[src/rtl/dark_bus_arbiter.sv]
// Two-master round-robin arbiter for the shared on-chip memory device bus.
// Holds the bus until the slave acknowledges and aborts with an error response on timeout.
module dark_bus_arbiter #(
    parameter int unsigned TIMEOUT  = 255,
    parameter logic [31:0] ERR_DATA = 32'hFFFF_FFFF
) (
    input  logic        CLK,
    input  logic        RES,

    input  logic        M0_REQ,
    input  logic        M0_WE,
    input  logic [3:0]  M0_BE,
    input  logic [31:0] M0_ADDR,
    input  logic [31:0] M0_WDATA,
    output logic        M0_ACK,
    output logic        M0_ERR,
    output logic [31:0] M0_RDATA,

    input  logic        M1_REQ,
    input  logic        M1_WE,
    input  logic [3:0]  M1_BE,
    input  logic [31:0] M1_ADDR,
    input  logic [31:0] M1_WDATA,
    output logic        M1_ACK,
    output logic        M1_ERR,
    output logic [31:0] M1_RDATA,

    output logic        S_EN,
    output logic        S_RE,
    output logic        S_WE,
    output logic [3:0]  S_BE,
    output logic [31:0] S_ADDR,
    output logic [31:0] S_WDATA,
    input  logic [31:0] S_RDATA,
    input  logic        S_RACK,
    input  logic        S_WACK,

    output logic [1:0]  GNT,
    output logic        BUSY
);

    localparam logic [1:0] ST_IDLE = 2'd0;
    localparam logic [1:0] ST_BUSY = 2'd1;
    localparam logic [1:0] ST_DONE = 2'd2;

    localparam logic [15:0] TIMEOUT_LAST = 16'(TIMEOUT - 1);

    logic [1:0]  state_q,   state_d;
    logic        owner_q,   owner_d;
    logic        lastGnt_q, lastGnt_d;
    logic        we_q,      we_d;
    logic [3:0]  be_q,      be_d;
    logic [31:0] addr_q,    addr_d;
    logic [31:0] wdata_q,   wdata_d;
    logic [15:0] cnt_q,     cnt_d;
    logic        err_q,     err_d;
    logic [31:0] m0Rdata_q, m0Rdata_d;
    logic [31:0] m1Rdata_q, m1Rdata_d;
    logic [1:0]  gnt_q,     gnt_d;

    logic        pick;
    logic        ackHit;
    logic        busyState;
    logic        doneState;

    // Tie goes to whichever master did not own the previous transaction.
    always_comb begin
        if (M0_REQ && M1_REQ) begin
            pick = ~lastGnt_q;
        end else begin
            pick = M1_REQ;
        end
    end

    assign ackHit = we_q ? S_WACK : S_RACK;

    always_comb begin
        state_d   = state_q;
        owner_d   = owner_q;
        lastGnt_d = lastGnt_q;
        we_d      = we_q;
        be_d      = be_q;
        addr_d    = addr_q;
        wdata_d   = wdata_q;
        cnt_d     = cnt_q;
        err_d     = err_q;
        m0Rdata_d = m0Rdata_q;
        m1Rdata_d = m1Rdata_q;
        gnt_d     = gnt_q;

        case (state_q)
            ST_IDLE: begin
                if (M0_REQ || M1_REQ) begin
                    owner_d = pick;
                    we_d    = pick ? M1_WE    : M0_WE;
                    be_d    = pick ? M1_BE    : M0_BE;
                    addr_d  = pick ? M1_ADDR  : M0_ADDR;
                    wdata_d = pick ? M1_WDATA : M0_WDATA;
                    gnt_d   = pick ? 2'b10    : 2'b01;
                    cnt_d   = 16'd0;
                    err_d   = 1'b0;
                    state_d = ST_BUSY;
                end
            end

            ST_BUSY: begin
                cnt_d = cnt_q + 16'd1;
                if (ackHit) begin
                    err_d   = 1'b0;
                    state_d = ST_DONE;
                    if (!we_q) begin
                        if (owner_q) begin
                            m1Rdata_d = S_RDATA;
                        end else begin
                            m0Rdata_d = S_RDATA;
                        end
                    end
                end else if (cnt_q == TIMEOUT_LAST) begin
                    // An ack in the final allowed cycle still wins over the abort.
                    err_d   = 1'b1;
                    state_d = ST_DONE;
                    if (!we_q) begin
                        if (owner_q) begin
                            m1Rdata_d = ERR_DATA;
                        end else begin
                            m0Rdata_d = ERR_DATA;
                        end
                    end
                end
            end

            ST_DONE: begin
                lastGnt_d = owner_q;
                gnt_d     = 2'b00;
                cnt_d     = 16'd0;
                state_d   = ST_IDLE;
            end

            default: begin
                gnt_d   = 2'b00;
                cnt_d   = 16'd0;
                state_d = ST_IDLE;
            end
        endcase
    end

    always_ff @(posedge CLK) begin
        if (RES) begin
            state_q   <= ST_IDLE;
            owner_q   <= 1'b0;
            lastGnt_q <= 1'b1;
            we_q      <= 1'b0;
            be_q      <= 4'd0;
            addr_q    <= 32'd0;
            wdata_q   <= 32'd0;
            cnt_q     <= 16'd0;
            err_q     <= 1'b0;
            m0Rdata_q <= 32'd0;
            m1Rdata_q <= 32'd0;
            gnt_q     <= 2'b00;
        end else begin
            state_q   <= state_d;
            owner_q   <= owner_d;
            lastGnt_q <= lastGnt_d;
            we_q      <= we_d;
            be_q      <= be_d;
            addr_q    <= addr_d;
            wdata_q   <= wdata_d;
            cnt_q     <= cnt_d;
            err_q     <= err_d;
            m0Rdata_q <= m0Rdata_d;
            m1Rdata_q <= m1Rdata_d;
            gnt_q     <= gnt_d;
        end
    end

    assign busyState = (state_q == ST_BUSY);
    assign doneState = (state_q == ST_DONE);

    // Slave side is quiet outside BUSY so stale latched values never leak onto the bus.
    assign S_EN    = busyState;
    assign S_RE    = busyState & ~we_q;
    assign S_WE    = busyState & we_q;
    assign S_BE    = busyState ? be_q    : 4'd0;
    assign S_ADDR  = busyState ? addr_q  : 32'd0;
    assign S_WDATA = busyState ? wdata_q : 32'd0;

    assign M0_ACK   = doneState & ~owner_q;
    assign M1_ACK   = doneState & owner_q;
    assign M0_ERR   = M0_ACK & err_q;
    assign M1_ERR   = M1_ACK & err_q;
    assign M0_RDATA = m0Rdata_q;
    assign M1_RDATA = m1Rdata_q;

    assign GNT  = gnt_q;
    assign BUSY = busyState | doneState;

endmodule
[config.mk]
export PLATFORM = sky130hd
export DESIGN_NAME = dark_bus_arbiter
export DESIGN_NICKNAME = d
export VERILOG_FILES = /design/src/rtl/dark_bus_arbiter.sv
export SDC_FILE = /design/constraint.sdc
export NUM_CORES = 1
export LEC_CHECK = 0
export BUFFER_PORTS_ARGS = -buffer_cell sky130_fd_sc_hd__buf_2
export CORE_MARGIN = 10
export CORE_UTILIZATION = 30
export CTS_BUF_LIST = sky130_fd_sc_hd__clkbuf_4 sky130_fd_sc_hd__clkbuf_8
export DETAILED_ROUTE_END_ITERATION = 7
export PLACE_DENSITY = 0.62
export SYNTH_ARGS = -nofsm -noshare
export SYNTH_HDL_FRONTEND = slang
export SYNTH_SLANG_ARGS = --single-unit
[constraint.sdc]
create_clock -name CLK -period 4.82 [get_ports CLK]
set_input_delay 0.964 -clock CLK [delete_from_list [all_inputs] [get_ports CLK]]
set_output_delay 0.964 -clock CLK [all_outputs]
set_load 0.1 [all_outputs]
; ---- Yosys cells after proc, flatten, opt, wreduce, memory -nomap -nowiden
; Cells that the tools add are included.
[word_totals]
in_bits = 176
elab_cells = 80
register_bits = 156
[classes]
n_mux = 34
addsub = 1
bitwise_logic = 11
eq_ne = 11
n_reduce_logical = 11
[op_table]
columns = op, count
row1 = $mux 32, 16
row2 = $pmux 16 s2, 1
row3 = $add 16x1->16 const B, 1
row4 = $eq 16x8->1 const B, 1
row5 = $mux 16, 1
row6 = $ne 2x2->1 const B, 7
row7 = $reduce_and 6->1, 2
row8 = $mux 2, 5
row9 = $mux 4, 2
row10 = $pmux 2 s2, 2
row11 = $and 1x1->1, 6
row12 = $mux 1, 6
row13 = $reduce_and 2->1, 3
row14 = $not 1->1, 4
row15 = $reduce_bool 2->1, 2
row16 = $ne 3x2->1 const B, 1
row17 = $reduce_and 3->1, 1
row18 = $eq 2x1->1 const B, 1
row19 = $eq 2x2->1 const B, 1
row20 = $logic_not 2->1, 1
row21 = $pmux 1 s2, 1
row22 = $logic_and 1x1->1, 1
row23 = $logic_or 1x1->1, 1
row24 = $or 1x1->1, 1

; ---- Longest topological paths before layout
[logic_depth]
ltp_word = 5
mapped_depth = 8
depth_no_buf = 6

; ---- Least setup slack after synthesis
; OpenSTA, ideal clock, no wires.
[synth_timing]
path_type = register to output
startpoint = register state_q[1]
endpoint = output port S_RE
arrival_ns = 2.885
setup_slack_ns = 0.971
path_stages_with_launch = 5
path_buffers = 0
cell_sequence = dfxtp_1 -> inv_1 -> ha_1 -> inv_1 -> nor2_1
[synth_via]
elab_chain_len = 2
[synth_lines]
columns = element, line_no
row1 = from (decl), 48  ; logic [1:0] state_q, state_d;
row2 = from (signal assigned), 162  ; state_q <= state_d;
row3 = $eq 2x1->1, 177  ; assign busyState = (state_q == ST_BUSY);
row4 = via S_EN, 28  ; output logic S_EN,
row5 = $and 1x1->1, 182  ; assign S_RE = busyState & ~we_q;
row6 = to (decl), 29  ; output logic S_RE,
; The timed path passes the listed nets, and every way through them passes these cells.

; ---- Worst setup path in the final report
[layout_timing]
startpoint = register state_q[1]
endpoint = output port S_RE
[layout_via]
elab_chain_len = 2
[layout_lines]
columns = element, line_no
row1 = $eq 2x1->1, 177
row2 = $and 1x1->1, 182
; Every way passes these cells.

==> metrics.md <==
| Metric | Value |
|---|---|
| Pin count of the biggest net entering global routing | 137 |
| Root buffer cell | clkbuf_8 |
| Mapped Area | 7410 um2 |
| Synth Area in Compound Gates | 0.132 |
| Fin util | 0.396 |
| Synth warnings | 0 |
| DRC | 0 |
| Post-route cell area | 9640 um2 |
| TritonCTS Buffers | 17 |
| GRT Overall Usage | 0.137 |
| Top FF cell, synth | dfxtp_1 |
| Pleak | 4.76 nW |
| DR iter-0 viols | 294 |
| Ratio of final minimum period to clock period | 0.751 |
| Antenna violations before repair | 1 |
| Avg Inst Size Synth | 9.62 um2 |
| Hold Path Cell Cnt | 2 |
| Area grow syn2layout | 30.2% |
| Quantity of gates resized following cts | 0 |
| Hold Fails Final Rpt | 0 |
| Net Count, Synth | 951 |
| Max-cap violations | 0 |
| Crit path capture type | output pin |
| DIE AREA | 31,400 um2 |
| Die Span X | 177 um |
| Post-synthesis xor/xnor area fraction | 0.00946 |
| FP Rows | 57 |
| Fillers | 2,454 |
| Synth top area cells | dfxtp_1 (42%), mux2i_1 (18%), a211oi_1 (7.1%), and2_1 (5.9%), nand2b_1 (5.4%) |
| Sink Count | 156 |
| Die height | 177 um |
| CP arrival | 2.66 ns |
| Starting Density | 0.305 |
| Largest family of logic cells by synthesized area | simple AND/OR/NAND/NOR gates |
| CTS tree | yes |
| Yosys top cell area share | 0.422 |
| Total core area | 24,300 um2 |
| Max-slew headroom | 0.223 |
| R2r worst-path depth | 7 |
| H-Tree Depth | 4 |
| PwrDens | 411 nW/um2 |
| Hold Path Class | flop to flop |
| TNS Setup | 0 ns |
| Post-synthesis register bit count | 156 |
| VDD IR max | 0.181 mV |
| Commonest cells in the synthesized netlist | dfxtp_1 (156), mux2i_1 (134), nor2_1 (87) |
| DP Area | 9200 um2 |
| Placed wire-length estimate | 16,900 um |
| Worst-path fanout max | 48 |
| Hold Slack | 0.478 ns |
| Antenna diodes | 0 |
| Global-route wire length before repair | 34,900 um |
| Mux contribution to synthesized area | 0.184 |
| Async set-reset flop share out of synthesis | 0 |
| GR Overflow Total | 0 |
| Setup violators final | 0 |
| Via count | 6,231 |
| Clk_skew | 0.0197 ns |
| WL met1 | 10,600 um |
| Post-route minimum period | 3.62 ns |
| Synth area leader | dfxtp_1 |
| Via-to-Cell Ratio | 4.48 |
| Hold buffers post-CTS | 0 |
| Tot Pwr | 3.96 mW |
| Most frequent cell after synthesis | dfxtp_1 |
| Wirelength, routed | 22,500 um |
| Vias in the first global route | 6,494 |
| Worst Tran Pin Value | 1.16 ns |
| Synth Area in Adders | 0.00845 |
| Synth cell types | 44 |
| Status | complete, no violations |
| Cell count after synthesis | 770 |
| Gpl congestion | 0.791 |
| Metal3 WL | 2020 um |
| Clock slew at reported path FFs | 0.09 ns |
| Slew Limit Fails | 0 |
| Critical Path Source Type | flop |
| Fmax | 276 MHz |
| Crit Path Class | flop to output pin |
| Sequential cell area fraction in the yosys report | 0.422 |
| Setup bufs post-CTS | 0 |
| Fraction of layout cells with a size suffix above 1 | 0.352 |
| Clk Latency, worst-skew pair | 0.45 ns |
| Top sig layer | met5 |
| RSZ-0062 raised after global routing | false |
| Nets | 1,235 |
| # IOs | 318 |
| Post-synth EDFFs | 0 |
| Critical Path RT | 3.86 ns |
| Max clock buf depth | 2 |
| Port Buffers | 317 |
| First-pass DRT Iterations | 5 |
| Antenna viol nets, final | 0 |
| Routed len/inst | 16.2 um |
| Met2 wire length | 9780 um |
| Simple-Gate Fraction of Synth Area | 0.190 |
final timing paths:
kind | endpoint | startpoint | slack, ns
setup / recovery | S_RE | state_q[1] | 1.20
hold / removal | M1_RDATA[0] | M1_RDATA[0] | 0.48
setup reg to reg | M1_RDATA[24] | state_q[1] | 2.34
hold reg to reg | M1_RDATA[0] | M1_RDATA[0] | 0.48
layout by cell type, fill, tap and decap left out, drive strengths merged, types with 7 or more instances in the layout:
cell    count
buf       330
dfxtp     156
mux2i     134
nor2       87
and2       71
a211oi     70
nand2b     64
o21bai     32
clkbuf     18
inv        16
a21oi       9
nand2       7
o21ai       7
critical path: stages, from the launching register on:
cell and delay [ns]:
dfxtp_1 0.32, inv_1 0.10, ha_2 0.67, inv_1 0.18
nor2_1 0.39, buf_2 0.54
per-layer routing:
layer,vias up,track usage
met5,-,0
met4,2,0.0273
met3,11,0.0589
met2,226,0.214
met1,2735,0.171
li1,3257,-
cells by family after synthesis:
family                     count (synthesis)
AOI/OAI and AO/OA                        132
xor gates and xnor gates                   8
muxes                                    136
adders and majority gates                  5
and+or+nand+nor                          259
DFF                                      156
buffers and inverters                     74
stage by stage:
stage	std cells	setup slack [ns]
final	1391	1.20
after global routing	1391	0.905
after CTS	1391	1.10
after detailed placement	1359	1.60
after global placement	1359	1.73
after floorplan	770	0.971
sequential cells by signal, summed over array words and instances, names as in the netlist:
register / flops
M0_RDATA: 32
GNT: 2
lastGnt_q: 1
owner_q: 1
we_q: 1
be_q: 4
addr_q: 32
M1_RDATA: 32
wdata_q: 32
cnt_q: 16
state_q: 2
err_q: 1
layout make-up:
class | count | area (um2) | share of cell area
Multi-Input combinational cell | 540 | 3920 | 0.407
Inverter | 9 | 33.8 | 0.00350
Sequential cell | 156 | 3120 | 0.324
Tap cell | 324 | 405 | 0.0421
Clock buffer | 18 | 248 | 0.0257
Clock inverter | 14 | 198 | 0.0205
Timing Repair Buffer | 330 | 1710 | 0.178
report_power, final:
group / total (mW) / internal [mW] / switching [mW]
Clock: 1.10 / 0.548 / 0.552
Sequential: 1.50 / 1.43 / 0.0765
Combinational: 1.36 / 0.326 / 1.03
Total: 3.96 / 2.30 / 1.66
(Power assumes the default switching activity.)
